File: config.mk
export PLATFORM = sky130hd
export DESIGN_NAME = reg_read_port
export DESIGN_NICKNAME = d
export VERILOG_FILES = /design/src/rtl/reg_read_port.sv
export SDC_FILE = /design/constraint.sdc
export NUM_CORES = 1
export LEC_CHECK = 0
export CORE_MARGIN = 3
export CORE_UTILIZATION = 40
export DETAILED_ROUTE_END_ITERATION = 8
export HOLD_SLACK_MARGIN = 0.06
export MAX_ROUTING_LAYER = met4
export PLACE_DENSITY = 0.79
export SYNTH_ARGS = -nofsm -noshare
export SYNTH_HDL_FRONTEND = slang
export SYNTH_SLANG_ARGS = --single-unit
File: constraint.sdc
create_clock -name clock -period 5 [get_ports clock]
set_input_delay 1 -clock clock [delete_from_list [all_inputs] [get_ports clock]]
set_output_delay 1 -clock clock [all_outputs]
set_load 0.005 [all_outputs]
File: src/rtl/reg_read_port.sv
// ----------------------------------------------------------------------------
// reg_read_port
//
// Read side of the eight-entry register file. It accepts a two-operand read
// request (rA, rB) through a valid/ready handshake. Each operand is selected
// from r0..r7, and the result is captured into a 2-entry in-order output
// buffer. The block sits between instruction decode and execute.
//
// Optional feature (compile-time macro REG_READ_BYPASS_EN):
//   defined   -> same-cycle forwarding of the write data being committed.
//                The M port has priority over the E port.
//   undefined -> operands come only from r0..r7, and dstE/valE/dstM/valM are
//                ignored.
//
// Ports:
//   clock, reset      rising-edge clock; asynchronous active-high reset
//   r0..r7            current register file contents
//   dstE/valE         E-port write index/data (0..7 = write)
//   dstM/valM         M-port write index/data (0..7 = write)
//   req_valid/ready   request handshake; rA/rB are the operand indices
//   out_valid/ready   output handshake for the head entry
//   valA/valB         head entry operand values
//   errA/errB         head entry index was 8..14
//   rd_count          accepted-request counter, wraps modulo 2^16
// ----------------------------------------------------------------------------
module reg_read_port #(
  parameter int         WIDTH = 32,
  parameter logic [3:0] RNONE = 4'hF
) (
  input  logic             clock,
  input  logic             reset,
  input  logic [WIDTH-1:0] r0,
  input  logic [WIDTH-1:0] r1,
  input  logic [WIDTH-1:0] r2,
  input  logic [WIDTH-1:0] r3,
  input  logic [WIDTH-1:0] r4,
  input  logic [WIDTH-1:0] r5,
  input  logic [WIDTH-1:0] r6,
  input  logic [WIDTH-1:0] r7,
  input  logic [3:0]       dstE,
  input  logic [WIDTH-1:0] valE,
  input  logic [3:0]       dstM,
  input  logic [WIDTH-1:0] valM,
  input  logic             req_valid,
  output logic             req_ready,
  input  logic [3:0]       rA,
  input  logic [3:0]       rB,
  output logic             out_valid,
  input  logic             out_ready,
  output logic [WIDTH-1:0] valA,
  output logic [WIDTH-1:0] valB,
  output logic             errA,
  output logic             errB,
  output logic [15:0]      rd_count
);

  typedef enum logic [1:0] {EMPTY, ONE, TWO} state_t;

  state_t           state_q;
  logic [WIDTH-1:0] head_a_q, head_b_q, tail_a_q, tail_b_q;
  logic             head_ea_q, head_eb_q, tail_ea_q, tail_eb_q;
  logic [15:0]      rd_count_q;

  logic [WIDTH-1:0] rf [8];
  logic [WIDTH-1:0] op_a_d, op_b_d;
  logic             err_a_d, err_b_d;
  logic             accept, pop;

  always_comb begin
    rf[0] = r0; rf[1] = r1; rf[2] = r2; rf[3] = r3;
    rf[4] = r4; rf[5] = r5; rf[6] = r6; rf[7] = r7;
  end

  // Operand select. An index with bit 3 set is either RNONE (no operand,
  // no error) or an illegal 8..14 index; both of these read as zero.
  always_comb begin
    op_a_d  = '0;
    op_b_d  = '0;
    err_a_d = 1'b0;
    err_b_d = 1'b0;
    if (!rA[3]) begin
      op_a_d = rf[rA[2:0]];
`ifdef REG_READ_BYPASS_EN
      // M wins over E, matching the register file's write priority.
      if (dstM == rA)      op_a_d = valM;
      else if (dstE == rA) op_a_d = valE;
`endif
    end else if (rA != RNONE) begin
      err_a_d = 1'b1;
    end
    if (!rB[3]) begin
      op_b_d = rf[rB[2:0]];
`ifdef REG_READ_BYPASS_EN
      if (dstM == rB)      op_b_d = valM;
      else if (dstE == rB) op_b_d = valE;
`endif
    end else if (rB != RNONE) begin
      err_b_d = 1'b1;
    end
  end

`ifndef REG_READ_BYPASS_EN
  // The write ports only matter when forwarding is compiled in.
  logic unused_bypass;
  assign unused_bypass = ^{dstE, valE, dstM, valM};
`endif

  // Handshakes depend only on the buffer state. There is no combinational
  // path from out_ready to req_ready.
  assign req_ready = (state_q != TWO);
  assign out_valid = (state_q != EMPTY);
  assign accept    = req_valid && req_ready;
  assign pop       = out_valid && out_ready;

  always_ff @(posedge clock or posedge reset) begin
    if (reset) begin
      state_q    <= EMPTY;
      head_a_q   <= '0;
      head_b_q   <= '0;
      head_ea_q  <= 1'b0;
      head_eb_q  <= 1'b0;
      tail_a_q   <= '0;
      tail_b_q   <= '0;
      tail_ea_q  <= 1'b0;
      tail_eb_q  <= 1'b0;
      rd_count_q <= '0;
    end else begin
      if (accept) rd_count_q <= rd_count_q + 16'd1;
      case (state_q)
        EMPTY: begin
          if (accept) begin
            head_a_q  <= op_a_d;
            head_b_q  <= op_b_d;
            head_ea_q <= err_a_d;
            head_eb_q <= err_b_d;
            state_q   <= ONE;
          end
        end
        ONE: begin
          if (accept && pop) begin
            // The old head leaves while the new entry takes its place.
            head_a_q  <= op_a_d;
            head_b_q  <= op_b_d;
            head_ea_q <= err_a_d;
            head_eb_q <= err_b_d;
          end else if (accept) begin
            tail_a_q  <= op_a_d;
            tail_b_q  <= op_b_d;
            tail_ea_q <= err_a_d;
            tail_eb_q <= err_b_d;
            state_q   <= TWO;
          end else if (pop) begin
            state_q   <= EMPTY;
          end
        end
        TWO: begin
          if (pop) begin
            head_a_q  <= tail_a_q;
            head_b_q  <= tail_b_q;
            head_ea_q <= tail_ea_q;
            head_eb_q <= tail_eb_q;
            state_q   <= ONE;
          end
        end
        default: state_q <= EMPTY;
      endcase
    end
  end

  assign valA     = head_a_q;
  assign valB     = head_b_q;
  assign errA     = head_ea_q;
  assign errB     = head_eb_q;
  assign rd_count = rd_count_q;

endmodule
==> results.py, run 1 <==
metrics = {
    "cells_and_area": {
        "final_common_cell": "clkdlybuf4s50_1",
        "area_growth_pct": 39.5,
        "nets": 1591,
        "diodes": 0,
        "layout_common_cells": "clkdlybuf4s50_1, dfrtp_1, nand2_1",
        "final_util": 0.578,
        "layout-drive-gt1-share": 0.151,
    },
    "synthesis": {
        "synth-edff-count": 0,
        "syn_area_per_cell_um2": 10.7,
        "seq_area_frac_synth": 0.366,
        "synthDistinctLibCells": 39,
        "netlist_instances": 961,
        "yosysTopAreaCell": "dfrtp_1",
        "yosys.area.top_type_share": 0.366,
        "ys_warn_count": 0,
        "syn_nets": 1302,
        "synth_ff_type": "dfrtp_1",
        "synthArstFlopShare": 1.00,
        "netlist_top_cells_area": "dfrtp_1, mux4_2, mux2i_1",
        "ys_ff_latch": 150,
        "synth_area_um2": 10300,
    },
    "worst_setup_path": {
        "critPathMaxFanout": 35,
        "crit_path_start_kind": "input port",
        "ff2ff_path_depth": 4,
        "critPathCaptureType": "flop",
        "crit_type": "input port to flop",
        "cp.required_ns": 5.33,
        "crit_path_start": "req_valid",
        "crit_path_end": "valA[12]$_DFFE_PP0P_",
        "timing.rr.end": "valA[12]$_DFFE_PP0P_",
        "reg2reg_slack_ns": 2.61,
        "r2r_start": "state_q[1]$_DFFE_PP0P_",
        "arrival_ns": 3.47,
    },
    "clock_network": {
        "cts_resized": 0,
        "clkLatencyLatePin_ns": 0.42,
        "root_buffer": "clkbuf_16",
        "cts.clk_slew.worst_paths_ns": 0.07,
        "cts.path.max_buffers": 2,
        "htree_num_levels": 4,
        "cts_hold_buffers": 0,
        "cts_tree": "yes",
        "postCtsSetupBuffers": 0,
        "cts.sinks": 150,
        "cts-buffers-inserted": 17,
    },
    "detailed_routing": {
        "drt_iter0_markers": 710,
        "postRouteAntennaNets": 0,
        "wl_mm": 36.7,
        "drc": 0,
        "detail_route.wl_per_cell_um": 23.1,
        "vias": 9341,
        "first_pass_iters": 5,
        "vias_per_cell": 5.89,
    },
    "die": {
        "die_area_um2": 27600,
        "die_h_um": 166,
        "io_pins": 424,
        "core_area_um2": 24700,
        "row_count": 57,
        "initial_core_util": 0.414,
        "die_width_um": 166,
    },
    "global_routing": {
        "grt_use_total": 0.267,
        "grt_antenna_before_repair": 0,
        "grt_pass1_wl_mm": 56.0,
        "grt_overflow": 0,
        "grt_pass1_vias": 9506,
        "grt_max_degree": 151,
    },
    "pwr": {
        "power.total_mw": 4.51,
        "leakage_nw": 5.80,
        "ir_drop_mv": 0.190,
        "p_per_area_nw_per_um2": 316,
    },
    "sta": {
        "fin_crit_sh": 0.629,
        "fin_setup_tns_ns": 0,
        "hold_viol_final": 0,
        "setup_violations": 0,
        "worst_clock_skew_ns": 0.00922,
        "clock.fmax_mhz": 318,
        "slew_viol_final": 0,
        "finalCriticalPeriod_ns": 3.14,
        "fin_hold_ws_ns": 0.469,
        "setup_slack_ns": 1.86,
        "slew-limit-headroom": 0.264,
        "tightest_slew_ns": 1.10,
        "rsz0062_at_grt": "false",
    },
    "min_path": {
        "min_path_type": "flop to flop",
    },
    "flow_run": {
        "cap_violations": 0,
    },
    "outcome": {
        "status": "finished, final reports clean",
    },
    "place": {
        "io_buffers": 351,
        "gp_congestion": 0.957,
        "post-dp-hpwl_mm": 25.8,
        "pre_cts_slack_ns": 1.47,
    },
}
worst min-delay path by stage:
stage                        startpoint                       end  slack [ns]  depth (start not counted)
2_1_floorplan     tail_ea_q$_DFFE_PP0P_     tail_ea_q$_DFFE_PP0P_        0.45                          2
6_report       rd_count[15]$_DFFE_PP0P_  rd_count[15]$_DFFE_PP0P_        0.47                          1
5_1_grt        rd_count[15]$_DFFE_PP0P_  rd_count[15]$_DFFE_PP0P_        0.50                          1
4_1_cts        rd_count[15]$_DFFE_PP0P_  rd_count[15]$_DFFE_PP0P_        0.48                          1
3_3_place_gp   rd_count[15]$_DFFE_PP0P_  rd_count[15]$_DFFE_PP0P_        0.46                          1
3_5_place_dp   rd_count[15]$_DFFE_PP0P_  rd_count[15]$_DFFE_PP0P_        0.46                          1
state kept, by name, summed over array words and instances, names as in the netlist:
name and count:
tail_a_q 32, tail_b_q 32, valA 32, valB 32, rd_count 16, state_q 2, errA 1, errB 1
tail_ea_q 1, tail_eb_q 1
routing by layer:
layer | up-vias | GRT usage | routed length [um]
met5 | - | - | 0
met4 | 0 | 0.0778 | 870
met3 | 57 | 0.0559 | 2670
met2 | 434 | 0.452 | 18700
met1 | 4616 | 0.324 | 14400
li1 | 4234 | - | -
metrics by stage:
step,instance area [um2],cells
2_1_floorplan,10300,961
6_report,14300,1587
4_1_cts,14300,1587
3_3_place_gp,13800,1555
5_1_grt,14300,1587
3_5_place_dp,13800,1555
critical path, cell delays in order:
cell,delay (ns)
clkdlybuf4s50_1,0.56
nor2b_1,0.54
nand2_2,0.66
buf_4,0.49
o21ai_1,0.21
power by group:
group	internal [mW]	switching, mW	leakage, nW
Sequential	1.55	0.213	1.95
Combinational	0.842	0.703	3.58
Clock	0.649	0.550	0.265
Yosys cell counts (5+ instances only):
library cell  instances
a21oi_1              68
buf_8                 8
a22oi_1              64
buf_1                 7
buf_6                 8
o21ai_0               9
dfrtp_1             150
mux4_2               64
o211ai_1              6
buf_4                 6
buf_2                44
o21ai_1             122
o211ai_2             58
clkbuf_1             24
mux2i_1             128
nand2_1             142
and2_1                5
xnor2_1              13
nand4_1               6
cell families (layout without fill, tap and decap cells):
family	after synthesis	count (layout)	synth area share
adders and majority gates	1	1	0.00122
buffers and inverters	99	401	0.0585
DFF	150	150	0.366
and+or+nand+nor	171	171	0.0714
muxes	193	193	0.267
xor gates and xnor gates	15	15	0.0128
AOI/OAI and AO/OA	332	332	0.223
cell type report:
class / count / area, um2
Clock buffer: 18 / 429
Fill cell: 2096 / 10400
Inverter: 2 / 11.3
Clock inverter: 14 / 118
Sequential cell: 150 / 3750
Timing Repair Buffer: 367 / 3660
Multi-Input combinational cell: 712 / 5930
Tap cell: 324 / 405
Note: power is estimated with default switching activity, not from simulation.
==> run 2: changes to the inputs <==
- clock period: 5 -> 2.6 ns (I/O delays scaled with it)
==> run 2 against run 1 <==
Clock power is 110% higher; final cell count is 2.2% higher; worst setup slack worse by 1.4 ns; non-clock buffer count is 28 higher; via count is 1.3% higher; combinational power is 97% higher; cell area is 2.9% higher; clock skew is 0.0029 ns higher; hold slack worse by 0.013 ns; die area stayed put; critical path type is now flop to primary output; highest routed layer unchanged.
==> results.py, run 2 (synthesis gave the netlist of run 1 again) <==
metrics = {
    "die": {
        "initial_core_util": 0.414,
        "row_count": 57,
        "core_area_um2": 24700,
        "die_h_um": 166,
        "die_width_um": 166,
        "die_area_um2": 27600,
        "io_pins": 424,
    },
    "clock_network": {
        "cts_resized": 0,
        "postCtsSetupBuffers": 0,
        "cts.path.max_buffers": 2,
        "cts_tree": "yes",
        "clkLatencyLatePin_ns": 0.43,
        "cts_hold_buffers": 0,
        "cts.sinks": 150,
        "htree_num_levels": 4,
        "cts.clk_slew.worst_paths_ns": 0.07,
        "cts-buffers-inserted": 17,
        "root_buffer": "clkbuf_16",
    },
    "worst_setup_path": {
        "arrival_ns": 1.67,
        "r2r_start": "state_q[1]$_DFFE_PP0P_",
        "ff2ff_path_depth": 5,
        "timing.rr.end": "tail_a_q[12]$_DFFE_PP0P_",
        "crit_type": "flop to primary output",
        "crit_path_start_kind": "flop",
        "reg2reg_slack_ns": 0.97,
        "critPathCaptureType": "primary output",
        "critPathMaxFanout": 6,
        "cp.required_ns": 2.08,
    },
    "cells_and_area": {
        "final_area_um2": 14700,
        "final_common_cell": "clkdlybuf4s50_1",
        "layout.cells.non_filler": 1622,
        "layout-drive-gt1-share": 0.170,
        "nets": 1619,
        "area_growth_pct": 43.6,
        "final_util": 0.595,
        "layout_common_cells": "clkdlybuf4s50_1, dfrtp_1, nand2_1",
    },
    "place": {
        "post-dp-hpwl_mm": 27.5,
        "dp_cells": 1583,
        "gp_congestion": 0.888,
        "io_buffers": 351,
        "place_area_um2": 14100,
    },
    "pwr": {
        "ir_drop_mv": 0.387,
        "p_per_area_nw_per_um2": 607,
        "leakage_nw": 6.00,
        "power.total_mw": 8.93,
    },
    "global_routing": {
        "grt_pass1_wl_mm": 57.3,
        "grt_max_degree": 73,
        "grt_antenna_before_repair": 7,
        "grt_overflow": 0,
        "grt_use_total": 0.275,
        "grt_pass1_vias": 9911,
    },
    "outcome": {
        "status": "finished, final reports clean",
    },
    "sta": {
        "finalCriticalPeriod_ns": 2.19,
        "clock.fmax_mhz": 457,
        "fin_crit_sh": 0.842,
        "hold_viol_final": 0,
        "slew_viol_final": 0,
        "fin_setup_tns_ns": 0,
        "setup_violations": 0,
        "slew-limit-headroom": 0.582,
        "worst_clock_skew_ns": 0.0121,
        "tightest_slew_ns": 0.628,
        "rsz0062_at_grt": "false",
    },
    "flow_run": {
        "cap_violations": 0,
    },
    "detailed_routing": {
        "drt_iter0_markers": 597,
        "detail_route.wl_per_cell_um": 23.2,
        "postRouteAntennaNets": 0,
        "drc": 0,
        "vias_per_cell": 5.84,
        "wl_mm": 37.6,
        "first_pass_iters": 5,
        "vias": 9466,
    },
    "min_path": {
        "min_path_type": "input port to async pin",
    },
}
run 2: cell count changes in the layout (fill, tap and decap cells not counted), moves of 2 or more:
cell        change
clkinv_2        -2
diode_2         +7
buf_4          +16
buf_12         +12
clkbuf_8        +2
clkinvlp_4      +2
clkinv_4        -2
run 2: worst max-delay path, cell delays in order (launching register included):
cell             delay, ns
dfrtp_1               0.46
nor2b_2               0.26
inv_2                 0.07
clkdlybuf4s50_1       0.45
run 2: area by class of cell:
type	instances	area, um2
timing repair buffer	395	4020
inverter	2	11.3
clock buffer	19	453
clock inverter	13	135
antenna	7	17.5
fill	2086	10000
multi-input combinational	712	5930
sequential	150	3750
tap	324	405
run 2: stage by stage:
stage               worst slack, ns  hold WS, ns
finish                        0.410        0.456
floorplan                     0.191        0.450
detailed placement            0.389        0.468
global route                  0.324        0.499
CTS                           0.395        0.452
global placement              0.384        0.462
run 2: how the worst max path moves through the flow:
stage	slack (ns)	to	startpoint
after floorplan	0.19	errA$_DFFE_PP0P_	reset
after CTS	0.40	req_ready	state_q[0]$_DFFE_PP0P_
after global placement	0.38	tail_b_q[11]$_DFFE_PP0P_	req_valid
final	0.41	req_ready	state_q[0]$_DFFE_PP0P_
after global routing	0.32	req_ready	state_q[1]$_DFFE_PP0P_
after detailed placement	0.39	valA[18]$_DFFE_PP0P_	out_ready
run 2: metal layers:
layer	up-vias	track usage	part of all wire
met4	0	0.0929	0.025
met2	440	0.457	0.50
met1	4657	0.334	0.40
li1	4301	-	-
met3	68	0.0636	0.076
met5	-	-	0
run 2: where the power goes:
part           total [mW]  internal [mW]  switching (mW)
sequential           3.40           2.99           0.413
combinational        3.05           1.68            1.37
clock                2.47           1.40            1.08
total                8.93           6.06            2.87
==> run 3: changes to the inputs <==
- clock period: 2.6 -> 1.8 ns (I/O delays scaled with it)
==> run 3 against run 2 <==
Global-route usage up 0.85 points; worst setup slack worse by 0.36 ns; final cell count up 2.2%; highest routed layer unchanged.
==> results.py, run 3 (synthesis gave the netlist of run 1 again) <==
metrics = {
    "outcome": {
        "status": "finished, final reports clean",
    },
    "detailed_routing": {
        "drt_iter0_markers": 749,
        "vias_per_cell": 5.86,
        "detail_route.wl_per_cell_um": 23.5,
        "vias": 9712,
        "wl_mm": 39.0,
        "first_pass_iters": 5,
        "drc": 0,
        "postRouteAntennaNets": 0,
    },
    "worst_setup_path": {
        "cp.required_ns": 1.44,
        "arrival_ns": 1.39,
        "worst_path_dominant_cell_family": "buffers and inverters",
        "crit_type": "flop to primary output",
        "crit_path_start_kind": "flop",
        "critPathCaptureType": "primary output",
        "critPathMaxFanout": 5,
        "path_cells": "clkdlybuf4s50_1",
        "crit_path_top_delay_cell": "clkdlybuf4s50_1",
        "max_stage_delay_ns": 0.54,
        "r2r_start": "state_q[0]$_DFFE_PP0P_",
        "crit_buf_inv": 1,
        "crit_path_start": "rd_count[9]$_DFFE_PP0P_",
    },
    "global_routing": {
        "grtUsageMet1": 0.327,
        "grt_pass1_wl_mm": 59.2,
        "grt_util_met2": 0.481,
        "grt_max_degree": 62,
        "grt_overflow": 0,
        "grt_pass1_vias": 10222,
        "busiest_layer": "met2",
        "grt_use_met3": 0.0609,
        "grt_use_total": 0.284,
        "grt_antenna_before_repair": 9,
    },
    "place": {
        "io_buffers": 351,
        "pre_cts_slack_ns": -0.198,
        "dp_cells": 1615,
        "place_area_um2": 14500,
        "post-dp-hpwl_mm": 29.7,
        "gp_congestion": 0.952,
    },
    "clock_network": {
        "cts_tree": "yes",
        "root_buffer": "clkbuf_16",
        "htree_num_levels": 4,
        "cts.clk_slew.worst_paths_ns": 0.06,
        "cts_hold_buffers": 0,
        "cts-buffers-inserted": 17,
        "cts.path.max_buffers": 2,
        "cts.sinks": 150,
        "clkLatencyLatePin_ns": 0.42,
    },
    "min_path": {
        "min_from": "rB[3]",
        "min_path_type": "input port to flop",
    },
    "sta": {
        "clock.fmax_mhz": 572,
        "worst_clock_skew_ns": 0.00786,
        "setup_violations": 0,
        "fin_hold_ws_ns": 0.341,
        "fin_crit_sh": 0.972,
        "rsz0062_at_grt": "false",
        "slew_viol_final": 0,
        "fin_setup_tns_ns": 0,
        "tightest_slew_ns": 0.439,
        "hold_viol_final": 0,
        "finalCriticalPeriod_ns": 1.75,
        "slew-limit-headroom": 0.706,
        "setup_slack_ns": 0.0507,
    },
    "cells_and_area": {
        "final_common_cell": "clkdlybuf4s50_1",
        "final_area_um2": 15100,
        "final_util": 0.611,
        "layout_common_cells": "clkdlybuf4s50_1, dfrtp_1, nand2_1",
        "nets": 1653,
        "layout-drive-gt1-share": 0.192,
        "area_growth_pct": 47.4,
        "layout.cells.non_filler": 1657,
    },
    "flow_run": {
        "cap_violations": 0,
    },
    "pwr": {
        "power_frac_clock": 0.275,
        "p_seq_frac": 0.378,
        "p_per_area_nw_per_um2": 867,
        "p_sw_frac": 0.311,
        "p_comb_frac": 0.347,
        "internal_power_mw": 9.03,
        "power.switching_mw": 4.07,
        "ir_drop_mv": 0.601,
        "leakage_nw": 6.21,
        "power.total_mw": 13.1,
    },
    "die": {
        "core_area_um2": 24700,
        "row_count": 57,
        "die_width_um": 166,
        "die_area_um2": 27600,
        "die_h_um": 166,
        "initial_core_util": 0.414,
        "io_pins": 424,
    },
}
## run 3: layout make-up
| type | count | area (um2) |
|---|---|---|
| Inverter | 2 | 11.3 |
| Sequential cell | 150 | 3760 |
| Clock inverter | 12 | 155 |
| Tap cell | 324 | 405 |
| Antenna cell | 9 | 22.5 |
| Fill cell | 2066 | 9630 |
| Clock buffer | 19 | 433 |
| Timing Repair Buffer | 429 | 4400 |
| Multi-Input combinational cell | 712 | 5930 |
## run 3: what timing repair did
item / 4_1_cts / 5_1_grt
setup endpoints to repair: 2 / 3
buffers inserted: 2 / 0
resized for setup: 4 / 3
cloned: 0 / 0
## run 3: worst paths after layout
kind,cells after the start,endpoint,slack (ns)
setup / recovery,1,rd_count[9],0.05
max in group asynchronous,4,valB[12]$_DFFE_PP0P_,1.05
hold reg to reg,1,rd_count[15]$_DFFE_PP0P_,0.47
setup reg to reg,6,errA$_DFFE_PP0P_,0.17
hold / removal,3,errB$_DFFE_PP0P_,0.34
min in group asynchronous,3,rd_count[0]$_DFFE_PP0P_,0.36
## run 3: power groups by stage
stage / logic [mW] / clock network, mW / registers, mW
after CTS: 4.58 / 3.65 / 4.93
after global routing: 4.92 / 3.80 / 5.06
after floorplan: 2.08 / 0 / 4.89
after global placement: 4.45 / 0 / 4.93
after detailed placement: 4.55 / 0 / 4.98
final: 4.55 / 3.60 / 4.95
## run 3: layer usage
metal	vias to the layer above	routed length (um)
li1	4350	-
met1	4781	14900
met2	483	19700
met3	98	2910
met4	0	1450
met5	-	0
